`config.mk`:
```
export PLATFORM = sky130hd
export DESIGN_NAME = hall_call_panel
export DESIGN_NICKNAME = d
export VERILOG_FILES = /design/src/rtl/hall_call_panel.sv
export SDC_FILE = /design/constraint.sdc
export NUM_CORES = 1
export LEC_CHECK = 0
export ABC_AREA = 1
export CAP_MARGIN = 20
export CORE_AREA = 8 8 95 97
export CTS_CLUSTER_SIZE = 16
export DETAILED_ROUTE_END_ITERATION = 10
export DIE_AREA = 0 0 103 105
export PLACE_DENSITY = 0.57
export SLEW_MARGIN = 20
export SYNTH_ARGS = -nofsm -noshare
export SYNTH_HDL_FRONTEND = slang
export SYNTH_SLANG_ARGS = --single-unit
```
`constraint.sdc`:
```
create_clock -name clk -period 2.05 [get_ports clk]
set_input_delay 0.3075 -clock clk [delete_from_list [all_inputs] [get_ports clk]]
set_output_delay 0.3075 -clock clk [all_outputs]
set_load 0.02 [all_outputs]
```
`src/rtl/hall_call_panel.sv`:
```
// Hall-call panel: synchronizes and debounces the landing UP/DOWN buttons.
// Accepted presses are latched as pending calls for the elevator controller.
// A latched call clears when the car serves it: door open at that floor,
// with a compatible direction.
module hall_call_panel #(
    parameter int NUM_FLOORS      = 4,
    parameter int DEBOUNCE_CYCLES = 4,
    parameter int CNT_W           = 3
) (
    input  logic                  clk,
    input  logic                  rst,
    input  logic [NUM_FLOORS-1:0] up_btn,
    input  logic [NUM_FLOORS-1:0] down_btn,
    input  logic [1:0]            current_floor,
    input  logic [1:0]            direction,
    input  logic                  door_state,
    output logic [NUM_FLOORS-1:0] move_up_call,
    output logic [NUM_FLOORS-1:0] move_down_call,
    output logic [NUM_FLOORS-1:0] up_lamp,
    output logic [NUM_FLOORS-1:0] down_lamp,
    output logic                  call_pending
);

    // Buttons are handled as one vector: UP in the low half, DOWN in the high half.
    localparam int NB = 2 * NUM_FLOORS;
    localparam logic [CNT_W-1:0] CNT_MAX = CNT_W'(DEBOUNCE_CYCLES);
    localparam logic [CNT_W-1:0] CNT_PRE = CNT_W'(DEBOUNCE_CYCLES - 1);
    // The top-floor UP and ground-floor DOWN buttons do not exist.
    localparam logic [NB-1:0] USED =
        ~((NB'(1) << (NUM_FLOORS - 1)) | (NB'(1) << NUM_FLOORS));

    logic [NB-1:0]    btn_raw;
    logic [NB-1:0]    sync_p0;
    logic [NB-1:0]    sync_p1;
    logic [CNT_W-1:0] cnt_p2 [NB];
    logic [NB-1:0]    armed_p2;
    logic [NB-1:0]    press_p2;

    logic [NUM_FLOORS-1:0] clr_up;
    logic [NUM_FLOORS-1:0] clr_dn;
    logic                  up_ok;
    logic                  dn_ok;

    assign btn_raw = {down_btn, up_btn};

    // Stage p0/p1: two-flop synchronizer for the asynchronous button inputs.
    always_ff @(posedge clk or negedge rst) begin
        if (!rst) begin
            sync_p0 <= '0;
            sync_p1 <= '0;
        end else begin
            sync_p0 <= btn_raw;
            sync_p1 <= sync_p0;
        end
    end

    // Stage p2: saturating debounce counter; one press pulse per stable assertion.
    always_ff @(posedge clk or negedge rst) begin
        if (!rst) begin
            for (int i = 0; i < NB; i++) begin
                cnt_p2[i] <= '0;
            end
            armed_p2 <= '0;
            press_p2 <= '0;
        end else begin
            for (int i = 0; i < NB; i++) begin
                if (!sync_p1[i]) begin
                    cnt_p2[i]   <= '0;
                    armed_p2[i] <= 1'b1;
                    press_p2[i] <= 1'b0;
                end else begin
                    if (cnt_p2[i] != CNT_MAX) begin
                        cnt_p2[i] <= cnt_p2[i] + CNT_W'(1);
                    end
                    // The armed flag drops even on an unused button, so it never fires later.
                    press_p2[i] <= armed_p2[i] && (cnt_p2[i] == CNT_PRE) && USED[i];
                    if (armed_p2[i] && (cnt_p2[i] == CNT_PRE)) begin
                        armed_p2[i] <= 1'b0;
                    end
                end
            end
        end
    end

    // Serve condition: door open at the car's floor with a compatible direction (11 acts as idle).
    always_comb begin
        clr_up = '0;
        clr_dn = '0;
        up_ok  = (direction != 2'b10);
        dn_ok  = (direction != 2'b01);
        for (int i = 0; i < NUM_FLOORS; i++) begin
            if (door_state && (int'(current_floor) == i)) begin
                clr_up[i] = up_ok;
                clr_dn[i] = dn_ok;
            end
        end
    end

    // Stage p3: call latches; a clear in the same cycle as a press wins and consumes it.
    always_ff @(posedge clk or negedge rst) begin
        if (!rst) begin
            move_up_call   <= '0;
            move_down_call <= '0;
        end else begin
            move_up_call   <= (move_up_call | press_p2[NUM_FLOORS-1:0]) & ~clr_up;
            move_down_call <= (move_down_call | press_p2[NB-1:NUM_FLOORS]) & ~clr_dn;
        end
    end

    assign up_lamp      = move_up_call;
    assign down_lamp    = move_down_call;
    assign call_pending = (|move_up_call) | (|move_down_call);

endmodule

```
==> results.yml <==
setup_path:
  critical_path_required_ns: 1.74
  timing.critical_path.arrival_ns: 1.49
  worst_setup_path_end_kind: "output pin"
  cp-start-kind: "flop"
  reg2reg_setup_slack_ns: 0.96
  worstRegToRegCells: 3
  setup.worst_path.class: "reg -> out"
  reg2reg_to: "cnt_p2[20]$_DFFE_PN0P_"
  critPathMaxFanout: 4
  regToRegStartpoint: "cnt_p2[18]$_DFFE_PN0P_"
detailed_routing:
  drt-total-wl_um: 3320
  post-route-drc-count: 0
  firstDrtPassIters: 4
  wire_per_inst_um: 9.64
  drt_iter0_drc: 29
  routed_via_density: 4.01
  ant_nets: 0
  via_count: 1379
synth:
  postSynthNetCount: 248
  synth.avg_cell_area_um2: 10.1
  mappedNetlistArea_um2: 2180
  ffs_latches_synth: 50
  synth.yosys.seq_area_share_pct: 57.3
  synth_largest_type_area_fraction_pct: 57.3
  synth_edf_count: 0
  netlist_top_cells_area: "dfrtp_1 57%, ha_1 10%, inv_1 5.5%"
  synth_ff_type: "dfrtp_1"
  yosys.cell_types.count: 17
  synth_async_sr_flop_share_pct: 100
  syn-instance-count: 215
  synth.yosys.warnings: 0
  post-synth-top-count-cell: "dfrtp_1"
  netlist_top_cells_count: "50 x dfrtp_1, 32 x inv_1, 26 x nand2_1, 25 x nor2_1, 18 x ha_1"
  synth_top_area_cell: "dfrtp_1"
power_and_ir_drop:
  leakage_nw: 1.30
  clkPwrFrac_pct: 20.6
  power_frac_seq_pct: 47.7
  p_int_w: 0.00190
  power_per_cell_area_nw_per_um2: 1100
  max-vdd-ir-drop_mv: 0.277
  power_switching_share_pct: 34.3
  power.share.combinational_pct: 31.7
  p_switching_w: 0.000988
global_routing:
  grt_total_usage_pct: 6.65
  antenna_violations_before_repair: 0
  first_pass_grt_wire_length_um: 5720
  global_route.overflow_total: 0
  grt_start_max_net_pins: 51
  number_of_global_route_vias_before_repair: 1297
status:
  status: "completed"
timing:
  rsz0062_at_grt: "false"
  timing_worst_slew_pin_value_ns: 0.621
  min_period_over_period_pct: 87.6
  finalWorstPathRequiredPeriod_ns: 1.80
  finalWorstSetupSlack_ns: 0.254
  timing_hold_violations_final: 0
  max_freq_mhz: 557
  relSlewSlack_pct: 58.6
  setup-violations-final: 0
  timing.hold.ws_ns: 0.0937
  timing.setup.tns_ns: 0
  finalClockSkew_ns: 0.00629
  drv_slew: 0
clock_network:
  clockBufferDepth: 2
  clock_tree.root_cell: "clkbuf_8"
  post_cts.resized_instances: 0
  clock_sinks: 50
  tritoncts: "built"
  numCtsBuffers: 5
  clk_transition_reported_paths_ns: 0.09
  htree_num_levels: 2
  post-cts-setup-buffers: 0
  holdBufCountCts: 0
  clkLatencyLatePin_ns: 0.30
die:
  core_um2: 7530
  floorplan.rows: 32
  dieWidth_um: 103
  floorplan.initialDensity_pct: 29.0
  design.die.area_um2: 10800
  die_h_um: 105
  design.portCount: 32
final_layout:
  final_cell_area_um2: 2620
  finish.net_count: 274
  num-fill-cells: 784
  final_standard_cell_utilization_of_the_core_pct: 34.7
  post_route_cells_drive_above_1_share_pct: 9.09
  n_antenna_cell: 0
  synthToLayoutAreaGrowth_pct: 19.8
placement:
  dpl.hpwl_um: 2410
  io_buffers: 29
  dpl-instance-area_um2: 2520
  detailedPlace.worstSlack_ns: 0.555
  place.gp.congestion: 0.727
run:
  cap_violations: 0
hold_path:
  min-delay-path-class: "in -> async"
[layer usage]
metal  track usage, %  up-vias  share of wire [%]
li1                 -      719                  -
met1             8.50      620                 50
met2             9.50       34                 40
met3             2.65        6                8.2
met4             3.10        0                1.8
met5                0        -                  0
[worst max-delay path: stages, from the launching register on]
cell and delay, ns:
dfrtp_1 0.42, nor2_1 0.11, nand4_1 0.10, clkdlybuf4s50_1 0.55
[kinds of logic (layout without fill, tap and decap cells)]
| family | Yosys count | in the layout | synth area share [%] |
|---|---|---|---|
| AO/OA/AOI/OAI | 16 | 16 | 3.78 |
| buffers and inverters | 48 | 75 | 10.1 |
| flip-flops | 50 | 50 | 57.3 |
| adder cells (fa/ha/maj) | 18 | 18 | 10.3 |
| AND/OR/NAND/NOR | 83 | 83 | 18.4 |
[sequential cells by signal (all words and copies together), names as in the netlist]
name and flops:
armed_p2 6, cnt_p2 18, down_lamp 4, move_up_call 4, press_p2 6, sync_p0 6
sync_p1 6
[cells in the final DEF, fill, tap and decap left out, types with 2 or more instances in the layout]
master / count
inv_1: 32
o21ai_0: 6
dfrtp_1: 50
o21ai_1: 5
nand4_1: 7
a21oi_1: 4
nor2_1: 25
nand2_1: 26
ha_1: 18
nand3_2: 3
nand3_1: 17
clkdlybuf4s50_1: 28
nand2_4: 2
inv_2: 5
nor2_4: 2
clkbuf_8: 6
[per-stage QoR]
step | instances | total power (W)
after floorplan | 215 | 0.00202
after global placement | 336 | 0.00230
after detailed placement | 336 | 0.00234
after CTS | 344 | 0.00295
after global routing | 344 | 0.00312
final | 344 | 0.00289
[how the worst max path moves through the flow]
stage,from,end,slack (ns),cells after the start
2_1_floorplan,move_up_call[0]$_DFF_PN0_,call_pending,0.93,2
3_3_place_gp,move_up_call[2]$_DFF_PN0_,call_pending,0.59,3
3_5_place_dp,move_up_call[2]$_DFF_PN0_,call_pending,0.55,3
4_1_cts,move_up_call[2]$_DFF_PN0_,call_pending,0.21,3
5_1_grt,move_up_call[2]$_DFF_PN0_,call_pending,0.14,3
6_report,move_up_call[0]$_DFF_PN0_,call_pending,0.25,3
[power by group through the flow]
stage | Combinational (W) | Clock [W] | Sequential [W]
floorplan | 0.000603 | 0 | 0.00142
finish | 0.000915 | 0.000594 | 0.00138
global placement | 0.000910 | 0 | 0.00139
global route | 0.00104 | 0.000665 | 0.00141
detailed placement | 0.000938 | 0 | 0.00140
CTS | 0.000939 | 0.000631 | 0.00138
[area by class of cell]
cell class	instances	area, µm²	area share (%)
Clock buffer	6	82.6	3.16
Clock inverter	2	12.5	0.478
Inverter	37	139	5.31
Multi-Input combinational cell	117	709	27.1
Sequential cell	50	1250	47.8
Tap cell	102	128	4.88
Timing Repair Buffer	30	293	11.2
(Power assumes the default switching activity.)
